### src/rtl/shift_pipe_pkg.sv
// Shared op encodings and the level-to-stage grouping used by shift_pipe and its bench.
package shift_pkg;

   localparam int OP_W = 3;
   typedef logic [OP_W-1:0] op_t;

   localparam op_t OP_SLL = 3'b000;
   localparam op_t OP_SRL = 3'b001;
   localparam op_t OP_SRA = 3'b011;
   localparam op_t OP_ROL = 3'b100;
   localparam op_t OP_ROR = 3'b101;

   function automatic logic op_is_legal(op_t op);
      logic legal;
      case (op)
         OP_SLL, OP_SRL, OP_SRA, OP_ROL, OP_ROR: legal = 1'b1;
         default:                                legal = 1'b0;
      endcase
      return legal;
   endfunction

   // Each stage takes ceil(remaining levels / remaining stages), so earlier stages are never lighter.
   function automatic int stage_levels(int levels, int stages, int stage);
      int rem;
      int n;
      rem = levels;
      n   = 0;
      for (int s = 0; s <= stage; s++) begin
         n   = (rem + stages - s - 1) / (stages - s);
         rem = rem - n;
      end
      return n;
   endfunction

   function automatic int stage_first(int levels, int stages, int stage);
      int f;
      f = 0;
      for (int s = 0; s < stage; s++) f = f + stage_levels(levels, stages, s);
      return f;
   endfunction

   function automatic int level_stage(int levels, int stages, int level);
      int st;
      st = stages - 1;
      for (int s = stages - 1; s >= 0; s--) begin
         if (level < stage_first(levels, stages, s) + stage_levels(levels, stages, s)) st = s;
      end
      return st;
   endfunction

endpackage

### src/rtl/shift_pipe_if.sv
// Valid/ready bus between the shifter and its producer/consumer.
interface shift_pipe_if
   import shift_pkg::*;
#(
   parameter int WIDTH = 32
);
   logic                     in_valid;
   logic                     in_ready;
   op_t                      in_op;
   logic [$clog2(WIDTH)-1:0] in_amt;
   logic [WIDTH-1:0]         in_data;
   logic                     out_valid;
   logic                     out_ready;
   logic [WIDTH-1:0]         out_data;
   logic                     out_err;

   modport slave (
      input  in_valid, in_op, in_amt, in_data, out_ready,
      output in_ready, out_valid, out_data, out_err
   );

   modport master (
      output in_valid, in_op, in_amt, in_data, out_ready,
      input  in_ready, out_valid, out_data, out_err
   );
endinterface

### src/rtl/shift_pipe_level.sv
// One combinational mux level of the barrel shifter: applies a fixed distance DIST when sel is set.
module shift_level
   import shift_pkg::*;
#(
   parameter int WIDTH = 32,
   parameter int DIST  = 1
) (
   input  logic [WIDTH-1:0] data,
   input  op_t              op,
   input  logic             sel,
   output logic [WIDTH-1:0] result
);
   logic signed [WIDTH-1:0] sdata;

   assign sdata = $signed(data);

   always_comb begin
      result = data;
      if (sel) begin
         case (op)
            OP_SLL:  result = data << DIST;
            OP_SRL:  result = data >> DIST;
            OP_SRA:  result = sdata >>> DIST;
            OP_ROL:  result = (data << DIST) | (data >> (WIDTH - DIST));
            OP_ROR:  result = (data >> DIST) | (data << (WIDTH - DIST));
            default: result = data;
         endcase
      end
   end
endmodule

### src/rtl/shift_pipe.sv
// Pipelined barrel shifter/rotator with a global stall driven by the output slot.
module shift_pipe
   import shift_pkg::*;
#(
   parameter int          WIDTH     = 32,
   parameter int          LATENCY   = 2,
   parameter logic [63:0] ERR_VALUE = 64'd1
) (
   input  logic        clk,
   input  logic        reset,
   shift_pipe_if.slave bus,
   output logic        busy
);
   localparam int             LEVELS   = $clog2(WIDTH);
   localparam logic [WIDTH-1:0] ERR_DATA = ERR_VALUE[WIDTH-1:0];

   logic                advance;
   logic [LATENCY-1:0]  vld_p;
   logic [LATENCY-1:0]  err_p;
   logic [WIDTH-1:0]    data_p [LATENCY];
   op_t                 op_p   [LATENCY];
   logic [LEVELS-1:0]   amt_p  [LATENCY];

   logic [LATENCY-1:0]  st_vld;
   logic [LATENCY-1:0]  st_err;
   logic [WIDTH-1:0]    st_data [LATENCY];
   op_t                 st_op   [LATENCY];
   logic [LEVELS-1:0]   st_amt  [LATENCY];
   logic [WIDTH-1:0]    st_out  [LATENCY];

   logic [WIDTH-1:0]    lvl_in  [LEVELS];
   logic [WIDTH-1:0]    lvl_out [LEVELS];

   assign advance      = !vld_p[LATENCY-1] || bus.out_ready;
   assign bus.in_ready = advance;

   // Stage s consumes what stage s-1 registered; stage 0 consumes the input port.
   always_comb begin
      st_vld  = '0;
      st_err  = '0;
      st_data = '{default: '0};
      st_op   = '{default: '0};
      st_amt  = '{default: '0};
      st_vld[0]  = bus.in_valid;
      st_err[0]  = bus.in_valid && !op_is_legal(bus.in_op);
      st_data[0] = bus.in_data;
      st_op[0]   = bus.in_op;
      st_amt[0]  = bus.in_amt;
      for (int s = 1; s < LATENCY; s++) begin
         st_vld[s]  = vld_p[s-1];
         st_err[s]  = err_p[s-1];
         st_data[s] = data_p[s-1];
         st_op[s]   = op_p[s-1];
         st_amt[s]  = amt_p[s-1];
      end
   end

   // Level j applies distance WIDTH>>(j+1), steered by amount bit LEVELS-1-j.
   for (genvar j = 0; j < LEVELS; j++) begin : g_level
      localparam int ST    = level_stage(LEVELS, LATENCY, j);
      localparam int FIRST = stage_first(LEVELS, LATENCY, ST);

      if (j == FIRST) begin : g_head
         assign lvl_in[j] = st_data[ST];
      end else begin : g_chain
         assign lvl_in[j] = lvl_out[j-1];
      end

      shift_level #(
         .WIDTH (WIDTH),
         .DIST  (WIDTH >> (j + 1))
      ) u_level (
         .data   (lvl_in[j]),
         .op     (st_op[ST]),
         .sel    (st_amt[ST][LEVELS-1-j]),
         .result (lvl_out[j])
      );
   end

   for (genvar s = 0; s < LATENCY; s++) begin : g_stage_out
      assign st_out[s] = lvl_out[stage_first(LEVELS, LATENCY, s) + stage_levels(LEVELS, LATENCY, s) - 1];
   end

   // Stage registers; the last one is the output slot, which is why its data is also cleared.
   always_ff @(posedge clk) begin
      if (reset) begin
         vld_p              <= '0;
         err_p              <= '0;
         data_p[LATENCY-1]  <= '0;
      end else if (advance) begin
         vld_p <= st_vld;
         err_p <= st_err;
         for (int s = 0; s < LATENCY - 1; s++) data_p[s] <= st_out[s];
         data_p[LATENCY-1] <= st_err[LATENCY-1] ? ERR_DATA : st_out[LATENCY-1];
         for (int s = 0; s < LATENCY; s++) begin
            op_p[s]  <= st_op[s];
            amt_p[s] <= st_amt[s];
         end
      end
   end

   assign bus.out_valid = vld_p[LATENCY-1];
   assign bus.out_data  = data_p[LATENCY-1];
   assign bus.out_err   = err_p[LATENCY-1];
   assign busy          = |vld_p;
endmodule

### src/flat_wrapper.sv
// flat-port wrapper written by rule: the top's interface ports become plain ports
module shift_pipe_flat import shift_pkg::*;
#(
   parameter int          WIDTH     = 32,
   parameter int          LATENCY   = 2,
   parameter logic [63:0] ERR_VALUE = 64'd1
)
  (clk, reset, busy, bus_in_valid, bus_in_op, bus_in_amt, bus_in_data, bus_out_ready, bus_in_ready, bus_out_valid, bus_out_data, bus_out_err);
  shift_pipe_if #(.WIDTH(WIDTH)) bus_i ();
  input  logic clk;
  input  logic reset;
  output logic busy;
  input wire logic [$bits(bus_i.in_valid)-1:0] bus_in_valid;
  input wire logic [$bits(bus_i.in_op)-1:0] bus_in_op;
  input wire logic [$bits(bus_i.in_amt)-1:0] bus_in_amt;
  input wire logic [$bits(bus_i.in_data)-1:0] bus_in_data;
  input wire logic [$bits(bus_i.out_ready)-1:0] bus_out_ready;
  output wire logic [$bits(bus_i.in_ready)-1:0] bus_in_ready;
  output wire logic [$bits(bus_i.out_valid)-1:0] bus_out_valid;
  output wire logic [$bits(bus_i.out_data)-1:0] bus_out_data;
  output wire logic [$bits(bus_i.out_err)-1:0] bus_out_err;
  assign bus_i.in_valid = bus_in_valid;
  assign bus_i.in_op = bus_in_op;
  assign bus_i.in_amt = bus_in_amt;
  assign bus_i.in_data = bus_in_data;
  assign bus_i.out_ready = bus_out_ready;
  assign bus_in_ready = bus_i.in_ready;
  assign bus_out_valid = bus_i.out_valid;
  assign bus_out_data = bus_i.out_data;
  assign bus_out_err = bus_i.out_err;
  shift_pipe #(.WIDTH(WIDTH), .LATENCY(LATENCY), .ERR_VALUE(ERR_VALUE)) u_core (.clk(clk), .reset(reset), .bus(bus_i), .busy(busy));
endmodule
### config.mk
export PLATFORM = sky130hd
export DESIGN_NAME = shift_pipe_flat
export DESIGN_NICKNAME = d
export VERILOG_FILES = /design/src/rtl/shift_pipe_pkg.sv /design/src/rtl/shift_pipe_if.sv /design/src/rtl/shift_pipe_level.sv /design/src/rtl/shift_pipe.sv /design/src/flat_wrapper.sv
export SDC_FILE = /design/constraint.sdc
export NUM_CORES = 1
export LEC_CHECK = 0
export CAP_MARGIN = 10
export CORE_ASPECT_RATIO = 0.5
export CORE_MARGIN = 1
export CORE_UTILIZATION = 40
export CTS_BUF_LIST = sky130_fd_sc_hd__clkbuf_16
export DETAILED_ROUTE_END_ITERATION = 16
export PLACE_DENSITY = 0.57
export REMOVE_ABC_BUFFERS = 1
export SLEW_MARGIN = 20
export SYNTH_ARGS = -nofsm -noshare
export SYNTH_HDL_FRONTEND = slang
export SYNTH_HIERARCHICAL = 1
export SYNTH_SLANG_ARGS = --single-unit
### constraint.sdc
create_clock -name clk -period 5.4 [get_ports clk]
set_clock_uncertainty 0.05 [all_clocks]
set_input_delay 1.08 -clock clk [delete_from_list [all_inputs] [get_ports clk]]
set_output_delay 1.08 -clock clk [all_outputs]
set_load 0.02 [all_outputs]
-- Word-level counts from Yosys, hierarchy flattened
Memory sizes are Yosys's and may differ from the RTL's.
Index checks and enable logic that the tools add are counted.
- RAM bits: 80
- register bits after elaboration: 4
- memories kept: 3
- ROM bits: 0
- latch bits: 0
- output and inout port bits: 36
- $mul: 0
- magnitude comparators: 0
- mux-type cells: 18
- reductions and logical operators: 9
- add/sub/neg operators: 0
- div/mod/pow operators: 0
- equal/unequal tests: 8
- shifts and indexed selects: 0
- bitwise operators: 10
- memory list (name ; words ; bits a word ; rd ports ; clocked after memory_dff ; write ports ; line ; text):
    u_core.data_p ; 2 ; 32 ; 2 ; 0 ; 2 ; shift_pipe.sv:20 ; logic [WIDTH-1:0] data_p [LATENCY];
    u_core.amt_p ; 2 ; 5 ; 1 ; 0 ; 2 ; shift_pipe.sv:22 ; logic [LEVELS-1:0] amt_p [LATENCY];
    u_core.op_p ; 2 ; 3 ; 1 ; 0 ; 2 ; shift_pipe.sv:21 ; op_t op_p [LATENCY];
- operators by type and width (cell ; number):
    32-bit one-hot mux with 5 select lines ; 4
    32-bit 2-to-1 mux ; 7
    32-bit one-hot mux with 4 select lines ; 1
    16-bit by 32-bit OR with 32-bit output ; 1
    24-bit by 32-bit OR with 32-bit output ; 1
    28-bit by 32-bit OR with 32-bit output ; 1
    30-bit by 32-bit OR with 32-bit output ; 1
    31-bit by 32-bit OR with 32-bit output ; 1
    32-bit by 1-bit OR with 32-bit output ; 1
    32-bit by 2-bit OR with 32-bit output ; 1
    32-bit by 4-bit OR with 32-bit output ; 1
    32-bit by 8-bit OR with 32-bit output ; 1
    3-bit == test, second input constant ; 4
    3-bit by 1-bit == test with 1-bit output, second input constant ; 2
    3-bit by 2-bit == test with 1-bit output, second input constant ; 2
    3-bit logical NOT ; 2
    1-bit 2-to-1 mux ; 6
    5-bit OR reduction ; 1
    2-bit OR reduction ; 2
    1-bit logical NOT ; 2
    1-bit logical AND ; 1
    1-bit logical OR ; 1
    1-bit OR ; 1

-- Longest topological paths before layout
- depth after elaboration: 10
- mapped depth: 12
- depth with buffers taken out: 9

-- Hierarchy
The synthesis kept the hierarchy.
- by module, submodules not included (module ; area each (µm²) ; instances ; cells an instance):
    shift_pipe ; 2537.4 ; 1 ; 127
    shift_level at u_core.g_level[3].u_level ; 939.7 ; 1 ; 83
    shift_level at u_core.g_level[4].u_level ; 929.6 ; 1 ; 80
    shift_level at u_core.g_level[1].u_level ; 872.1 ; 1 ; 84
    shift_level at u_core.g_level[2].u_level ; 840.8 ; 1 ; 83
    shift_level at u_core.g_level[0].u_level ; 625.6 ; 1 ; 97

-- Worst setup path before layout
OpenSTA, ideal clock, no wires.
- path kind: in2reg
- from: input port bus_out_ready
- to: memory u_core/amt_p[0][0] in the netlist's numbering (enable)
- setup time: 0.433 ns
- cell stages on the path: 3
- required time: 4.917 ns
- arrival: 2.832 ns
- path buffers: 1
- slack: 2.085 ns
- cell sequence: nor2b_4 > buf_6 > nor2_1
- RTL lines (item ; line ; text):
    from (decl) ; flat_wrapper.sv:17 ; input wire logic [$bits(bus_i.out_ready)-1:0] bus_out_ready;
    to (decl) ; shift_pipe.sv:22 ;

==> impl_metrics.toml <==
[layout]
syn_to_final_growth_pct = 14.17
stdcell_area_mm2 = 0.007701
antenna_cells = 0
mostFrequentLayoutCell = "a22o_1"
drive_above_1_share_pct = 34.32
layout_common_cells = "a22o_1 (86), mux2_4 (80), clkdlybuf4s50_1 (79)"
instances_no_fill = 836
nNetsFinal = 648

[global_route]
grt_use_met3_pct = 3.178
grt_use_met2_pct = 22.50
first_global_vias = 4221
grt_pass1_wl_um = 23810
antenna_found_initial = 0
grt_max_degree = 37
busiest_layer = "met1"
use_met1_pct = 28.08
grt.overflow.total = 0
grt_usage_pct = 17.25

[timing]
tightest_slew_ps = 892.5
fmax_mhz = 242.4
rsz0062_at_grt = "no"
period_minus_slack_ps = 4126
slew_headroom_pct = 40.44
hold_ws_ps = 402.8
finalMaxSlewViolations = 0
hold_viol = 0
setup_viol = 0
fin_setup_tns_ps = 0
timing.final.crit_share_pct = 76.41

[setup_path]
cp-end-kind = "flip-flop"
max_stage_delay_ps = 450
critPathMaxFanout = 32
critPathKind = "primary input to flip-flop"
slowest_stage = "clkdlybuf4s50_1"
cp_common_cell = "buf_4"
critPathArrivalTime_ps = 4160
reg2reg_from = "u_core/op_p[0][2]"
cpLargestDelayFamily = "buffers and inverters"
cp_cell_sequence = "clkdlybuf4s50_1 > buf_4 > nor2b_1 > buf_4 > o21a_1 > buf_4 > o22a_1 > nor4bb_1 > nor2_2 > o22a_1 > a32o_1 > mux2_2"
worstPathBufferInverterCount = 4
crit_required_ps = 5440
crit_path_start_kind = "primary input"
crit_start = "bus_in_op[2]"

[clock_network]
clock_sinks = 73
ctsHtreeMaxLevel = 3
insertion_delay_ps = 340
cts_setup_buffers = 0
clk_pin_slew_ps = 60
cts.path.max_buffers = 2
cts_tree = "yes"
cts_made_buffers = 9
cts.repair.resized = 0
ctsHoldBuffers = 0
cts_root_buf = "clkbuf_16"

[floorplanning]
start_util_pct = 41.05
die_w_um = 185.6
boundaryPins = 80
die_h_um = 93.83
rows = 33
die_area_mm2 = 0.01742
coreArea_mm2 = 0.01643

[route]
drc = 0
routed_wl_um = 14740
wl_per_cell_um = 17.63
vias_per_cell = 5.496
drt_iter0_markers = 242
vias = 4595
dr.pass1.iters = 4
ant_nets = 0

[flow_run]
maxCapViolCount = 0

[pwr]
power.leakage_nw = 3.106
finalPower_mw = 1.980
powerDensity_mw_per_mm2 = 257.1
max-vdd-ir-drop_mv = 0.1027

[yosys]
avgSynthCellArea_um2 = 12.18
ys_warn_count = 6
yosysUniqueCellTypes = 49
synth-edff-count = 69
synthCells = 554
ys_seq_area_share_pct = 31.91
syn-cell-area_mm2 = 0.006745
ys.flop_type = "edfxtp_1"
synth-seq-cells = 73
async_reset_ff_share_pct = 0

[placement]
gp_congestion = 0.7848
placedCellCount = 820
dp_hpwl_um = 10580
port_buffers = 79
placed_area_mm2 = 0.007396

[hold_path]
worstHoldPathType = "flip-flop to flip-flop"
hold_start = "u_core/err_p[1]"

[status]
outcome = "completed"
[cells by family (layout without fill, tap and decap cells)]
kind of cell	count (synthesis)	in the layout	share of synthesized area (%)
compound gates	172	172	23.41
buf+inv	70	125	8.681
flops	73	73	31.91
mux	130	130	25.86
simple gates	109	109	10.15
[worst paths after layout]
path	to	slack [ps]	cells past startpoint
worst max-delay path	u_core/data_p[0][2]	1270	12
worst min-delay path	u_core/err_p[1]	400	2
worst max register to register	u_core/data_p[1][5]	2510	7
worst min register to register	u_core/err_p[1]	400	2
[cell usage after synthesis (2+ instances only)]
cell | number | area share [%]
mux2_4 | 80 | 18
nand4b_1 | 2 | 0.26
a31oi_1 | 4 | 0.37
a22o_2 | 20 | 3.0
nor2_1 | 8 | 0.45
mux2i_1 | 16 | 2.4
nor3_1 | 16 | 1.2
nor2_2 | 5 | 0.46
edfxtp_1 | 69 | 31
o22a_1 | 26 | 3.4
a22o_1 | 86 | 11
nor2b_1 | 7 | 0.65
and2b_2 | 3 | 0.39
buf_6 | 23 | 3.8
and2_2 | 27 | 3.0
mux2_2 | 31 | 5.2
nand2_1 | 21 | 1.2
a32o_1 | 17 | 2.5
nor4bb_1 | 2 | 0.30
buf_4 | 5 | 0.56
clkbuf_8 | 2 | 0.41
clkbuf_1 | 6 | 0.33
buf_12 | 6 | 1.8
and2_1 | 4 | 0.37
a21oi_1 | 7 | 0.52
a21boi_4 | 6 | 1.7
inv_1 | 18 | 1.0
o21a_1 | 2 | 0.22
buf_2 | 8 | 0.59
mux2_1 | 3 | 0.50
a21boi_2 | 2 | 0.33
dfxtp_1 | 4 | 1.2
nand2b_2 | 2 | 0.26
[worst min-delay path: cells and delay by family (launching register included)]
| kind | cells | cell delay, ps |
|---|---|---|
| compound gates | 1 | 50 |
| flops | 1 | 300 |
| simple gates | 1 | 50 |
[power breakdown]
group | internal [mW] | leakage, nW | switching, mW
clock | 0.352 | 0.140 | 0.219
sequential | 0.694 | 0.776 | 0.0438
combinational | 0.372 | 2.19 | 0.300
total | 1.42 | 3.11 | 0.562
[routing by layer]
metal / vias up / wire [µm] / part of all wire [%]
li1: 2286 / - / -
met1: 2186 / 8287 / 56
met2: 116 / 5636 / 38
met3: 7 / 701 / 4.8
met4: 0 / 114 / 0.77
met5: - / 0 / 0
[final cells by class]
cell class | count | area (µm²)
inverter | 19 | 71.32
timing repair buffer | 90 | 873.3
multi-input combinational | 411 | 4033
fill | 1559 | 8732
clock inverter | 7 | 62.56
clock buffer | 9 | 225.2
sequential | 73 | 2152
tap | 227 | 284.0
[metrics by stage]
step	utilization [%]	worst slack (ps)
final	46.86	1274
after global routing	46.86	1124
after CTS	46.76	1316
after detailed placement	45.01	977.6
after global placement	44.97	1011
after floorplan	-	1195
[registers in the layout, summed over array words and instances, names as in the netlist]
register       cells
u_core/err_p       2
u_core/data_p     64
u_core/op_p        3
u_core/amt_p       2
u_core/vld_p       2
Note: power is estimated with default switching activity, not from simulation.
